===== config.mk =====
export PLATFORM = sky130hd
export DESIGN_NAME = keypad_input_reader
export DESIGN_NICKNAME = d
export VERILOG_FILES = /design/src/rtl/keypad_input_reader.sv
export SDC_FILE = /design/constraint.sdc
export NUM_CORES = 1
export LEC_CHECK = 0
export CORE_MARGIN = 1.5
export CORE_UTILIZATION = 35
export CTS_CLUSTER_DIAMETER = 200
export DETAILED_ROUTE_END_ITERATION = 8
export SKIP_CTS_REPAIR_TIMING = 1
export SKIP_LAST_GASP = 1
export SLEW_MARGIN = 0
export SYNTH_ARGS = -nofsm -noshare
export SYNTH_HDL_FRONTEND = slang
export SYNTH_SLANG_ARGS = --single-unit
export TNS_END_PERCENT = 50

===== constraint.sdc =====
create_clock -name clk -period 3.3 [get_ports clk]
set_clock_uncertainty 0.2 [all_clocks]
set_input_delay 0.66 -clock clk [delete_from_list [all_inputs] [get_ports clk]]
set_output_delay 0.66 -clock clk [all_outputs]
set_load 0.01 [all_outputs]

===== src/rtl/keypad_input_reader.sv =====
// Keypad scanner: reads a 74HC165-style PISO chain, debounces whole-keypad
// snapshots and hands single-key press events to the core over valid/ready.
module keypad_input_reader #(
  parameter  int unsigned NUM_KEYS       = 16,
  parameter  int unsigned DEBOUNCE_SCANS = 4,
  localparam int unsigned KEY_WIDTH      = $clog2(NUM_KEYS)
) (
  input  logic                 clk,
  input  logic                 rst_n,
  input  logic                 i_sr_data,
  output logic                 o_sr_clk,
  output logic                 o_sr_load_n,
  output logic [KEY_WIDTH-1:0] o_key,
  output logic                 o_valid,
  input  logic                 i_ready,
  output logic                 o_overflow
);

  localparam int unsigned CNT_W = $clog2(DEBOUNCE_SCANS + 1);

  localparam logic [1:0] ST_LOAD     = 2'd0;
  localparam logic [1:0] ST_SHIFT_LO = 2'd1;
  localparam logic [1:0] ST_SHIFT_HI = 2'd2;
  localparam logic [1:0] ST_EVAL     = 2'd3;

  localparam logic [KEY_WIDTH-1:0] LAST_BIT = KEY_WIDTH'(NUM_KEYS - 1);
  localparam logic [CNT_W-1:0]     CNT_MAX  = CNT_W'(DEBOUNCE_SCANS);
  localparam logic [NUM_KEYS-1:0]  ONE      = NUM_KEYS'(1);

  logic [1:0]           state,  state_nx;
  logic [KEY_WIDTH-1:0] bitcnt, bitcnt_nx;
  logic [NUM_KEYS-1:0]  raw,    raw_nx;
  logic [NUM_KEYS-1:0]  prev,   prev_nx;
  logic [NUM_KEYS-1:0]  stable, stable_nx;
  logic [CNT_W-1:0]     cnt,    cnt_nx;
  logic                 sr_clk_nx, sr_load_n_nx;
  logic                 valid_nx, overflow_nx;
  logic [KEY_WIDTH-1:0] key_nx;

  // Scratch values used only inside the combinational block
  logic [CNT_W-1:0]     cnt_upd;
  logic                 fire;
  logic [KEY_WIDTH-1:0] fire_idx;
  logic [KEY_WIDTH-1:0] sample_idx;

  // State and output registers; pins are decoded from the current state and
  // therefore show each state's levels one cycle later, which puts the load
  // pulse ahead of the first sample and every shift edge ahead of its sample.
  always_ff @(posedge clk or negedge rst_n) begin
    if (!rst_n) begin
      state       <= ST_LOAD;
      bitcnt      <= '0;
      raw         <= '0;
      prev        <= '0;
      stable      <= '0;
      cnt         <= '0;
      o_sr_clk    <= 1'b0;
      o_sr_load_n <= 1'b1;
      o_valid     <= 1'b0;
      o_key       <= '0;
      o_overflow  <= 1'b0;
    end else begin
      state       <= state_nx;
      bitcnt      <= bitcnt_nx;
      raw         <= raw_nx;
      prev        <= prev_nx;
      stable      <= stable_nx;
      cnt         <= cnt_nx;
      o_sr_clk    <= sr_clk_nx;
      o_sr_load_n <= sr_load_n_nx;
      o_valid     <= valid_nx;
      o_key       <= key_nx;
      o_overflow  <= overflow_nx;
    end
  end

  // Scan sequencing, debounce, event detection and the single-entry output slot
  always_comb begin
    state_nx     = state;
    bitcnt_nx    = bitcnt;
    raw_nx       = raw;
    prev_nx      = prev;
    stable_nx    = stable;
    cnt_nx       = cnt;
    sr_clk_nx    = 1'b0;
    sr_load_n_nx = 1'b1;
    valid_nx     = o_valid;
    key_nx       = o_key;
    overflow_nx  = 1'b0;
    cnt_upd      = cnt;
    fire         = 1'b0;
    fire_idx     = '0;
    sample_idx   = LAST_BIT - bitcnt;

    case (state)
      ST_LOAD: begin
        sr_load_n_nx = 1'b0;
        bitcnt_nx    = '0;
        state_nx     = ST_SHIFT_LO;
      end
      ST_SHIFT_LO: begin
        raw_nx[sample_idx] = i_sr_data;
        state_nx           = ST_SHIFT_HI;
      end
      ST_SHIFT_HI: begin
        sr_clk_nx = 1'b1;
        if (bitcnt == LAST_BIT) begin
          state_nx = ST_EVAL;
        end else begin
          bitcnt_nx = bitcnt + KEY_WIDTH'(1);
          state_nx  = ST_SHIFT_LO;
        end
      end
      default: begin
        // A snapshot is accepted once it has repeated for DEBOUNCE_SCANS scans
        if (raw == prev) begin
          cnt_upd = (cnt == CNT_MAX) ? cnt : cnt + CNT_W'(1);
        end else begin
          cnt_upd = CNT_W'(1);
        end
        cnt_nx  = cnt_upd;
        prev_nx = raw;
        if ((cnt_upd == CNT_MAX) && (raw != stable)) begin
          stable_nx = raw;
          // Only a lone key that was not already down counts as a new press
          if ((raw != '0) && ((raw & (raw - ONE)) == '0) && ((raw & stable) == '0)) begin
            fire = 1'b1;
          end
        end
        for (int unsigned i = 0; i < NUM_KEYS; i++) begin
          if (raw[i]) begin
            fire_idx = KEY_WIDTH'(i);
          end
        end
        state_nx = ST_LOAD;
      end
    endcase

    // A handshake in the same cycle frees the slot for the incoming event
    if (fire) begin
      if (!o_valid || i_ready) begin
        valid_nx = 1'b1;
        key_nx   = fire_idx;
      end else begin
        overflow_nx = 1'b1;
      end
    end else if (o_valid && i_ready) begin
      valid_nx = 1'b0;
    end
  end

endmodule


-- Word level (Yosys, flattened, before mapping)
Index checks and enable logic that the tools add are counted.
- $lt $le $gt $ge: 2
- add/sub/neg operators: 4
- reduce and logical (&&, ||, !) cells: 18
- bitwise operators: 3
- equality and inequality tests: 9
- multiplexer cells: 36
- operators with widths (kind ; number):
    2-to-1 mux 4 bit ; 16
    bitwise AND 16 bit ; 2
    logical NOT 16 bit ; 2
    bitwise mux 16 bit ; 1
    equality test 16 bit ; 1
    inequality test 16 bit ; 1
    nonzero test 16 bit ; 1
    subtractor 16 x 1 -> 16 bit (second input constant) ; 1
    2-to-1 mux 1 bit ; 12
    2-to-1 mux 3 bit ; 3
    one-hot mux 4 bit (2 select lines) ; 1
    AND reduction 2 bit ; 4
    equality test 3 bit (second input constant) ; 2
    one-hot mux 2 bit (3 select lines) ; 1
    logical AND 1 bit ; 5
    < comparator 4 x 5 -> 1 bit (second input constant) ; 1
    adder 4 x 1 -> 4 bit (second input constant) ; 1
    demux 1 bit (select 4 bit) ; 1
    equality test 4 bit (second input constant) ; 1
    >= comparator 4 x 1 -> 1 bit (second input constant) ; 1
    nonzero test 2 bit ; 2
    subtractor 4 bit (first input constant) ; 1
    adder 3 x 1 -> 3 bit (second input constant) ; 1
    OR reduction 3 bit ; 1
    9 further kinds ; 9
- flip-flop bits (word level): 65
- output and inout bits: 8

-- Longest topological paths before layout
- depth in word-level cells: 16
- mapped depth: 8

-- Worst setup path after synthesis
Ideal clock, no wire load.
- kind: register to register
- from: reg raw[6]
- to: reg stable[10]
- clock period less this slack: 2.440 ns
- data required time: 2.975 ns
- path slack: 0.860 ns
- arrival: 2.115 ns
- cell stages (with the launch flop): 9
- path through: dfrtp_1 buf_6 xor2_1 or4_1 nor2_2 nand4_2 nor2_4 buf_12 mux2_4
- word-level cells in the longest chain between the ends: 6
- ends and longest elaborated chain (element ; RTL line ; text):
    start, declared ; 32 ; logic [NUM_KEYS-1:0] raw, raw_nx;
    start signal, assigned ; 65 ; raw <= raw_nx;
    equality test 16 bit ; 116 ; if (raw == prev) begin
    2-to-1 mux 3 bit ; 116 ;
    2-to-1 mux 3 bit ; 95 ; case (state)
    equality test 3 bit ; 123 ; if ((cnt_upd == CNT_MAX) && (raw != stable)) begin
    logical AND 1 bit * ; 123 ;
    AND reduction 2 bit (no source line) * ; -- ;
    end signal, assigned ; 67 ; stable <= stable_nx;
    end, declared ; 34 ; logic [NUM_KEYS-1:0] stable, stable_nx;
Mark *: on every way between the ends. The rest lies on a longest branch, timed or not. The select of a mux whose other input is x is not followed.
A chain may end at the register's enable or synchronous reset.

-- Worst setup path in the final report
- from: reg raw[6]
- to: reg stable[0]
The elaborated chain is that of the path after synthesis.

==> metrics.md <==
| Metric | Value |
|---|---|
| Num Clock Sinks | 65 |
| Endpoints failing hold | 0 |
| Die Y | 105 um |
| Worst path top cell family by delay | simple AND/OR/NAND/NOR gates |
| Post-layout min period | 2.81 ns |
| Layout area overhead | 11.0% |
| Register area share after synthesis | 44.9% |
| Avg Cell Area, Syn | ~11 sq um |
| DR vias | 2503 |
| CTS Buffer Depth | 2 |
| Mean number of vias per cell | about 5 |
| Setup TNS | 0 ns |
| 1st-pass router iterations | 4 |
| Sequential share of power | a little over half |
| Routed Antenna Nets | 0 |
| Slew @ Worst Pin | 0.635 ns |
| RR Startpoint | raw[6] |
| CP startpoint kind | flop |
| Unique masters post-synth | 54 |
| Status | complete, no violations |
| WP buf/inv | 0 |
| Antenna violations before repair | 0 |
| Nets | roughly 380 |
| Starting density of the core | about 37% |
| Largest net degree at the start of global routing | a little over 40 |
| Worst R2R Path Depth | 6 |
| Clock Latency Late Sink | about 0.35 ns |
| Mapped Nets | 366 |
| Pwr/cell area | 406 nW/um^2 |
| Tcrit/Tclk final | 85.2% |
| Port Buffers | 11 |
| CP max-delay cell | or4_1 |
| Critical path cell sequence | xor2_1 -> or4_1 -> nor2_2 -> nand4_2 -> nor2_4 -> mux2_2 |
| First-pass GRT wire length | 13000 um |
| Vias in the first global route | 2596 |
| Clock transition at the registers of the reported paths | 0.08 ns |
| Drt total wl | 7650 um |
| Yosys reg bits | 65 |
| Asr flop ratio synth | 100% |
| Max cap viols | 0 |
| EDFF count, synth | 0 |
| CP Max Fanout | 16 |
| Ant diodes | 0 |
| Num CTS Buffers | 9 |
| Grt ovf | 0 |
| Final setup vio count | 0 |
| VDD IR max | 0.000271 V |
| Worst min path class | in2async |
| Post-Layout Cell Count | 487 |
| Ys flop type | dfrtp_1 |
| Rows | 36 |
| Internal power | 0.00121 W |
| Mapped Area | 3630 sq um |
| Critical Path Max Stage Delay | 0.55 ns |
| DP HPWL | 5770 um |
| R2R Setup Slk | 0.49 ns |
| CTS tree | done |
| Total core area | 9910 sq um |
| Worst Path Required | 3.34 ns |
| Area of the multi-input gates | 1830 sq um |
| FF-to-FF End | stable[0] |
| Starting DRT DRC Count | 99 |
| Drt wl/cell | 15.7 um |
| Worst EP arrival | 2.85 ns |
| FILL cells | 971 |
| DR DRC count | 0 |
| Setup ws final | about 0.49 ns |
| Root Buffer | clkbuf_8 |
| Clock share of power | 41.5% |
| Fmax | around 360 MHz |
| Max-slew violations | 0 |
| Sw power | 0.000426 W |
| Die ar. | 11000 sq um |
| Post-synthesis cell count | 340 |
| Crit. End Element | flop |
| Switching share of power | 26.0% |
| Layout cell share with drive strength beyond 1 | 21.2% |
| H-tree Lvls | 3 |
| Total track usage | 15.1% |
| Warnings from Yosys | 0 |
| Max-slew headroom | about 57% |
| Critical path class | reg2reg |
| Combinational share of power | 6.5% |
| Routability Congestion | 0.818 |
| Chip width | around 100 um |
| RSZ-0062 raised after global routing | false |
| FF/Latch Area | between 1500 and 2000 sq um |
| Boundary Pins | 12 |
| Static leakage | 1.79 nW |
| Dpl cells | between 400 and 500 |
| Pre-CTS setup slack | 0.528 ns |
-- final cells by class --
| cell class | count | area share (%) |
|---|---|---|
| timing repair buffer | 18 | 3.91 |
| clock inverter | 6 | 1.68 |
| inverter | 14 | 1.30 |
| multi-input combinational | 241 | 45.4 |
| tap | 133 | 4.13 |
| clock buffer | 10 | 3.17 |
| sequential | 65 | 40.4 |
-- power groups by stage --
| stage | logic, W | registers, W | clock network [W] |
|---|---|---|---|
| floorplan | 0.0000850 | 0.000843 | 0 |
| global placement | 0.000107 | 0.000866 | 0 |
| detailed placement | 0.000108 | 0.000868 | 0 |
| CTS | 0.000108 | 0.000852 | 0.000692 |
| global route | 0.000121 | 0.000856 | 0.000722 |
| finish | 0.000106 | 0.000853 | 0.000679 |
-- kinds of logic after synthesis --
kind of cell	share of synthesized area, %
mux	14.3
simple gates	16.6
flops	44.9
fa+ha+maj	7.86
xor+xnor	3.86
compound gates	7.79
buf+inv	4.72
-- cells in the mapped netlist, types with 2 or more instances --
cell type | count | area (sq um)
a211oi_1 | 2 | 15.0
a21oi_1 | 14 | 70.1
a22oi_1 | 2 | 15.0
buf_2 | 4 | 20.0
buf_6 | 3 | 33.8
clkbuf_1 | 11 | 41.3
dfrtp_1 | 64 | 1600
ha_1 | 22 | 275
inv_1 | 13 | 48.8
mux2_2 | 30 | 338
mux2_4 | 10 | 150
mux2i_1 | 2 | 20.0
nand2_1 | 28 | 105
nand2b_1 | 6 | 37.5
nand3_1 | 2 | 10.0
nand4_1 | 4 | 25.0
nand4_2 | 2 | 25.0
nor2_1 | 31 | 116
nor3_1 | 10 | 50.1
nor4_1 | 15 | 93.8
o21ai_0 | 15 | 75.1
o22ai_1 | 2 | 12.5
o31ai_1 | 3 | 22.5
xnor2_1 | 2 | 17.5
xor2_1 | 14 | 123
-- registers in the layout (all words and copies together) (netlist names) --
signal       count
cnt              3
raw             16
o_valid          1
o_key            4
bitcnt           4
o_overflow       1
o_sr_clk         1
prev            16
stable          16
o_sr_load_n      1
state            2
-- per-stage QoR --
| stage | utilization (%) | hold WS, ns | instance area [sq um] | total power [W] |
|---|---|---|---|---|
| 6_report | 40.7 | 0.101 | 4030 | 0.00164 |
| 2_1_floorplan | - | 0.164 | 3630 | 0.000928 |
| 5_1_grt | 40.7 | 0.131 | 4030 | 0.00170 |
| 3_3_place_gp | 38.7 | 0.276 | 3830 | 0.000973 |
| 4_1_cts | 40.7 | 0.109 | 4030 | 0.00165 |
| 3_5_place_dp | 38.7 | 0.289 | 3830 | 0.000976 |
-- cells in the final DEF (no fill, tap or decap), drive strengths merged, types with 2 or more instances in the layout --
cell | netlist | layout
o21ai | 15 | 15
xnor2 | 2 | 2
clkinvlp | 0 | 2
mux2i | 2 | 2
and4 | 2 | 2
nand4 | 6 | 6
clkbuf | 11 | 10
nor2 | 33 | 33
clkdlybuf4s50 | 0 | 10
or4 | 2 | 2
mux2 | 41 | 41
dfrtp | 64 | 64
a211oi | 2 | 2
xor2 | 14 | 14
o22ai | 2 | 2
inv | 13 | 14
clkinv | 1 | 3
ha | 22 | 22
nor4 | 17 | 17
o31ai | 3 | 3
a22oi | 2 | 2
a21oi | 14 | 14
nand2 | 29 | 29
nand3 | 2 | 2
nand2b | 6 | 6
buf | 9 | 8
nor3 | 10 | 10
-- how the worst max path moves through the flow --
stage               startpoint          to  slack, ns  cells after the start
finish                  raw[6]   stable[0]       0.49                      6
global placement        raw[6]   stable[5]       0.59                      6
CTS                     raw[6]   stable[0]       0.49                      6
detailed placement      raw[6]   stable[5]       0.53                      6
global route            raw[5]   stable[0]       0.33                      5
floorplan               raw[6]  stable[10]       0.86                      8
-- metal layers --
metal / vias to the layer above / track usage, % / wire, um
met5: - / 0 / 0
met3: 11 / 2.99 / 197
met2: 29 / 25.6 / 3750
met1: 1241 / 19.3 / 3610
li1: 1222 / - / -
met4: 0 / 4.79 / 92
No activity file was read; power rests on OpenSTA's default activity.
